File: src/rtl/req_encoder8_pkg.sv
`default_nettype none
// ============================================================================
// Module   : req_enc_pkg
// Purpose  : Shared constants and helpers for the 8-to-3 request encoder.
//            onehot_of() is the 3-to-8 decoder model: it regenerates the
//            one-hot request line from an emitted code.
// Revision : 1.0  initial release
// ============================================================================
package req_enc_pkg;

  localparam int N_REQ  = 8;
  localparam int CODE_W = 3;
  localparam int CNT_W  = 4;

  function automatic logic [N_REQ-1:0] onehot_of(input logic [CODE_W-1:0] c);
    logic [N_REQ-1:0] oh;
    oh    = '0;
    oh[c] = 1'b1;
    return oh;
  endfunction

endpackage
`default_nettype wire

File: src/rtl/req_encoder8_if.sv
`default_nettype none
// ============================================================================
// Module   : req_encoder8_if
// Purpose  : Output handshake of the request encoder.
// Signals  : code  - emitted request index
//            valid - code is valid
//            ready - consumer accepts code when valid && ready at a clock edge
// Modports : master - encoder side (drives code/valid, observes ready)
//            slave  - consumer side (observes code/valid, drives ready)
// Revision : 1.0  initial release
// ============================================================================
interface req_encoder8_if;
  import req_enc_pkg::*;

  logic [CODE_W-1:0] code;
  logic              valid;
  logic              ready;

  modport master (output code, output valid, input ready);
  modport slave  (input code, input valid, output ready);

endinterface
`default_nettype wire

File: src/rtl/req_encoder8_prio_enc8.sv
`default_nettype none
// ============================================================================
// Module   : prio_enc8
// Purpose  : Combinational 8-input priority encoder, highest index wins.
// Ports    : vec - input vector
//            idx - index of the highest set bit (0 when vec is zero)
//            any - at least one bit of vec is set
// Revision : 1.0  initial release
// ============================================================================
module prio_enc8
  import req_enc_pkg::*;
(
  input  logic [N_REQ-1:0]  vec,
  output logic [CODE_W-1:0] idx,
  output logic              any
);

  // Ascending scan: a later (higher) set bit overwrites earlier ones.
  always_comb begin
    idx = '0;
    for (int i = 0; i < N_REQ; i++) begin
      if (vec[i]) idx = CODE_W'(i);
    end
  end

  assign any = |vec;

endmodule
`default_nettype wire

File: src/rtl/req_encoder8.sv
`default_nettype none
// ============================================================================
// Module   : req_encoder8
// Purpose  : Sequential 8-to-3 request encoder. Request events are latched
//            into a pending set and emitted one at a time as 3-bit codes
//            through a valid/ready handshake, highest index first.
// Params   : EDGE     - 1: capture rising edges of req, 0: capture req level
// Ports    : clk      - clock, rising edge
//            rst_n    - asynchronous active-low reset
//            req      - request lines, bit i requests code i
//            ovf      - sticky per-line overflow flags
//            ovf_clr  - synchronous clear of all ovf bits
//            pend_cnt - number of pending requests (0..8)
//            enc      - output handshake (code, valid, ready)
// Revision : 1.0  initial release
// ============================================================================
module req_encoder8
  import req_enc_pkg::*;
#(
  parameter int EDGE = 1
) (
  input  logic               clk,
  input  logic               rst_n,
  input  logic [N_REQ-1:0]   req,
  input  logic               ovf_clr,
  output logic [N_REQ-1:0]   ovf,
  output logic [CNT_W-1:0]   pend_cnt,
  req_encoder8_if.master     enc
);

  logic [N_REQ-1:0]  req_d;
  logic [N_REQ-1:0]  pending;
  logic [CODE_W-1:0] out_code;
  logic              out_valid;

  logic [N_REQ-1:0]  capture;
  logic              load;
  logic [CODE_W-1:0] sel;
  logic              sel_any;
  logic [N_REQ-1:0]  load_oh;
  logic [N_REQ-1:0]  pending_nxt;
  logic [N_REQ-1:0]  ovf_set;
  logic [N_REQ-1:0]  ovf_nxt;

  assign capture = (EDGE != 0) ? (req & ~req_d) : req;

  // Output register may take a new code when empty or being accepted now.
  assign load = !out_valid || enc.ready;

  prio_enc8 u_prio (
    .vec (pending),
    .idx (sel),
    .any (sel_any)
  );

  assign load_oh = (load && sel_any) ? onehot_of(sel) : '0;

  // Capture is ORed after the clear so a new event on the bit being loaded
  // remains pending rather than being absorbed by the load.
  assign pending_nxt = (pending & ~load_oh) | capture;

  // A capture onto an already-pending bit that is not leaving this cycle
  // merges two events into one: flag it.
  assign ovf_set = capture & pending & ~load_oh;

  // Clear first, then set, so a coincident overflow survives ovf_clr.
  assign ovf_nxt = (ovf_clr ? '0 : ovf) | ovf_set;

  always_comb begin
    pend_cnt = '0;
    for (int i = 0; i < N_REQ; i++) begin
      pend_cnt = pend_cnt + CNT_W'(pending[i]);
    end
  end

  always_ff @(posedge clk or negedge rst_n) begin
    if (!rst_n) begin
      req_d     <= '0;
      pending   <= '0;
      out_code  <= '0;
      out_valid <= 1'b0;
      ovf       <= '0;
    end else begin
      req_d   <= req;
      pending <= pending_nxt;
      ovf     <= ovf_nxt;
      if (load) begin
        if (sel_any) begin
          out_code  <= sel;
          out_valid <= 1'b1;
        end else begin
          out_valid <= 1'b0;
        end
      end
    end
  end

  assign enc.code  = out_code;
  assign enc.valid = out_valid;

endmodule
`default_nettype wire

File: src/flat_wrapper.sv
// flat-port wrapper written by rule: the top's interface ports become plain ports
module req_encoder8_flat import req_enc_pkg::*;
#(
  parameter int EDGE = 1
)
  (clk, rst_n, req, ovf_clr, ovf, pend_cnt, enc_code, enc_valid, enc_ready);
  req_encoder8_if enc_i ();
  input  logic clk;
  input  logic rst_n;
  input  logic [N_REQ-1:0] req;
  input  logic ovf_clr;
  output logic [N_REQ-1:0] ovf;
  output logic [CNT_W-1:0] pend_cnt;
  output wire logic [$bits(enc_i.code)-1:0] enc_code;
  output wire logic [$bits(enc_i.valid)-1:0] enc_valid;
  input wire logic [$bits(enc_i.ready)-1:0] enc_ready;
  assign enc_code = enc_i.code;
  assign enc_valid = enc_i.valid;
  assign enc_i.ready = enc_ready;
  req_encoder8 #(.EDGE(EDGE)) u_core (.clk(clk), .rst_n(rst_n), .req(req), .ovf_clr(ovf_clr), .ovf(ovf), .pend_cnt(pend_cnt), .enc(enc_i));
endmodule
File: config.mk
export PLATFORM = sky130hd
export DESIGN_NAME = req_encoder8_flat
export DESIGN_NICKNAME = d
export VERILOG_FILES = /design/src/rtl/req_encoder8_pkg.sv /design/src/rtl/req_encoder8_if.sv /design/src/rtl/req_encoder8_prio_enc8.sv /design/src/rtl/req_encoder8.sv /design/src/flat_wrapper.sv
export SDC_FILE = /design/constraint.sdc
export NUM_CORES = 1
export LEC_CHECK = 0
export CAP_MARGIN = 5
export CORE_ASPECT_RATIO = 1.75
export CORE_MARGIN = 1
export CORE_UTILIZATION = 35
export DETAILED_ROUTE_END_ITERATION = 8
export GPL_TIMING_DRIVEN = 0
export REMOVE_ABC_BUFFERS = 1
export SLEW_MARGIN = 20
export SYNTH_ARGS = -nofsm -noshare
export SYNTH_HDL_FRONTEND = slang
export SYNTH_SLANG_ARGS = --single-unit
File: constraint.sdc
create_clock -name clk -period 4.4 [get_ports clk]
set_input_delay 1.32 -clock clk [delete_from_list [all_inputs] [get_ports clk]]
set_output_delay 1.32 -clock clk [all_outputs]
set_load 0.02 [all_outputs]
==> impl_metrics.py <==
metrics = {
    "status": {
        "outcome": "completed",
    },
    "floorplanning": {
        "start_util_pct": 37.0,
        "design.die.area_um2": 3890,
        "rows": 28,
        "core_area_um2": 3430,
        "die_y_um": 81.7,
        "die_w_um": 47.6,
        "ios": 28,
    },
    "timing": {
        "tightestPinTransition_ns": 0.616,
        "final.setup.worst_slack_ns": 0.0954,
        "rsz0062_at_grt": "yes",
        "timing.final.crit_share_pct": 97.8,
        "hold_slack_ns": 0.513,
        "finClkSkew_ns": 0.00574,
        "slew_viol_final": 0,
        "hold_viol_final": 0,
        "period_needed_ns": 4.30,
        "finalSetupViolCount": 0,
        "max-slew-margin-rel_pct": 58.9,
        "max_freq_mhz": 232,
    },
    "grt": {
        "grt_usage_pct": 14.0,
        "antenna_found_initial": 0,
        "grt_max_degree": 29,
        "grt_pass1_wl_um": 3910,
        "grt_overflow_total": 0,
        "grt_pass1_vias": 939,
    },
    "drt": {
        "wl_um": 2380,
        "vias": 910,
        "via_per_inst": 4.67,
        "wire_per_inst_um": 12.2,
        "drtPass1Iterations": 4,
        "ant_nets": 0,
        "route.detailed.drc": 0,
        "drt-initial-drc-count": 6,
    },
    "setup_path": {
        "crit_type": "reg -> out",
        "slowest_stage": "fa_2",
        "required_ns": 3.08,
        "worstSetupEndpointType": "output pin",
        "worst_setup_path_start_kind": "flop",
        "crit_top_cell": "inv_1",
        "crit_fanout": 2,
        "cpPeakStageDelay_ns": 0.52,
        "crit_chain": "inv_1, ha_1, inv_1, fa_1, fa_1, fa_2, fa_2, inv_1, buf_2",
        "cp.arrival_ns": 2.98,
    },
    "synth": {
        "syn_inst": 117,
        "yosysUniqueCellTypes": 25,
        "ys_ff_latch": 28,
        "syn_avg_cell_area_um2": 10.9,
        "ys_warn_count": 0,
        "yosysSeqAreaShare_pct": 55.1,
        "syn-cell-area_um2": 1270,
    },
    "placement": {
        "port-buffer-count": 27,
        "gp_congestion": 0.805,
        "pre_cts_ws_ns": -0.235,
        "dpl.hpwl_um": 1850,
    },
    "layout": {
        "fin_nets": 171,
        "n_fill_cell": 353,
        "n_antenna_cell": 0,
        "final_cell_mix": "dfrtp_1 (28), inv_1 (23), clkdlybuf4s50_1 (22), nand2_1 (12)",
        "area_growth_pct": 32.2,
        "drive_gt1_share_pct": 12.7,
        "final_common_cell": "dfrtp_1",
    },
    "clock_tree": {
        "numCtsBuffers": 3,
        "clock_sinks": 28,
        "clk_pin_slew_worst_paths_ns": 0.10,
        "clk_path_buf_depth": 2,
        "htreeDepth": 1,
        "cts_tree": "done",
        "clk_latency_ns": 0.28,
        "cts-root-buf": "clkbuf_8",
    },
    "power": {
        "powerDensity_nw_per_um2": 399,
        "vdd_ir_drop_max_mv": 0.185,
        "leakage_nw": 0.782,
    },
    "flow_run": {
        "cap_violations": 0,
    },
    "worst_hold_path": {
        "worstHoldPathType": "reg -> reg",
    },
}
layout make-up:
| class | instances | area (um^2) | area share (%) |
|---|---|---|---|
| clock buffer | 3 | 41.3 | 2.46 |
| clock inverter | 1 | 30.0 | 1.79 |
| inverter | 23 | 86.3 | 5.14 |
| multi-input combinational | 65 | 484 | 28.8 |
| sequential | 28 | 701 | 41.7 |
| tap | 45 | 56.3 | 3.35 |
| timing repair buffer | 30 | 282 | 16.8 |
cells by family after synthesis:
logic type                 after synthesis  share of synthesized area (%)
xor gates and xnor gates                 1                          0.689
adders and majority gates                8                           10.2
buffers and inverters                   24                           7.18
AOI/OAI and AO/OA                       23                           12.7
and+or+nand+nor                         33                           14.1
DFF                                     28                           55.1
stage by stage:
stage	power (W)	TNS [ns]	instance area, um^2	util, %	std cells
4_1_cts	0.000681	0	1670	48.7	194
3_3_place_gp	0.000479	-0.256	1590	46.4	188
5_1_grt	0.000708	-0.0330	1680	48.9	195
3_5_place_dp	0.000485	-0.352	1590	46.2	188
6_report	0.000670	0	1680	48.9	195
2_1_floorplan	0.000396	0	1270	-	116
registers in the layout, summed over array words and instances (netlist names):
register          flops
u_core.enc.valid      1
u_core.pending        8
u_core.enc.code       3
u_core.req_d          8
u_core.ovf            8
synthesized netlist by cell type, drive strengths merged:
| cell type | count | area, um^2 |
|---|---|---|
| nand2b | 9 | 56.3 |
| nor2b | 2 | 12.5 |
| a21oi | 2 | 10.0 |
| ha | 4 | 50.1 |
| a31oi | 1 | 6.26 |
| dfrtp | 28 | 701 |
| nand3 | 2 | 10.0 |
| inv | 23 | 86.3 |
| o21ai | 6 | 30.0 |
| o21a | 1 | 7.51 |
| nand3b | 1 | 7.51 |
| a41oi | 2 | 25.0 |
| o31a | 1 | 10.0 |
| clkbuf | 1 | 5.00 |
| nand4 | 1 | 12.5 |
| o41ai | 1 | 16.3 |
| xnor2 | 1 | 8.76 |
| nand2 | 12 | 45.0 |
| o22ai | 9 | 56.3 |
| fa | 4 | 80.1 |
| nor2 | 6 | 35.0 |
final timing paths:
check,from,end,slack [ns],cells after the start
setup / recovery,u_core.pending[1],pend_cnt[1],0.1,9
hold / removal,u_core.req_d[3],u_core.pending[3],0.51,2
setup reg to reg,u_core.pending[0],u_core.ovf[0],2.97,6
hold reg to reg,u_core.req_d[3],u_core.pending[3],0.51,2
max in group asynchronous,rst_n,u_core.pending[1],2.95,1
min in group asynchronous,rst_n,u_core.ovf[3],1.04,1
power breakdown:
| group | switching [W] | leakage, nW | internal, W | total, W |
|---|---|---|---|---|
| combinational | 0.0000962 | 0.434 | 0.0000793 | 0.000175 |
| clock | 0.0000808 | 0.0357 | 0.000122 | 0.000203 |
| sequential | 0.0000158 | 0.313 | 0.000276 | 0.000292 |
| total | 0.000193 | 0.782 | 0.000478 | 0.000670 |
layer usage:
metal / track usage (%) / wire (um) / vias up
met4: 5.83 / 28 / 0
li1: - / - / 446
met5: 0 / 0 / -
met1: 16.4 / 978 / 446
met2: 24.2 / 1310 / 16
met3: 1.98 / 59 / 2
worst max-delay path, delay by kind of cell (launching register included):
family                     cells  cell delay [ns]
adders and majority gates      5             2.08
DFF                            1             0.35
buffers and inverters          4             0.27
repair_timing:
item	in CTS	in global routing
hold buffers	0	0
setup endpoints to repair	4	3
endpoints found under the hold margin	0	0
resized for setup	9	4
buffers inserted	2	1
Power figures use the tool's default switching activity.
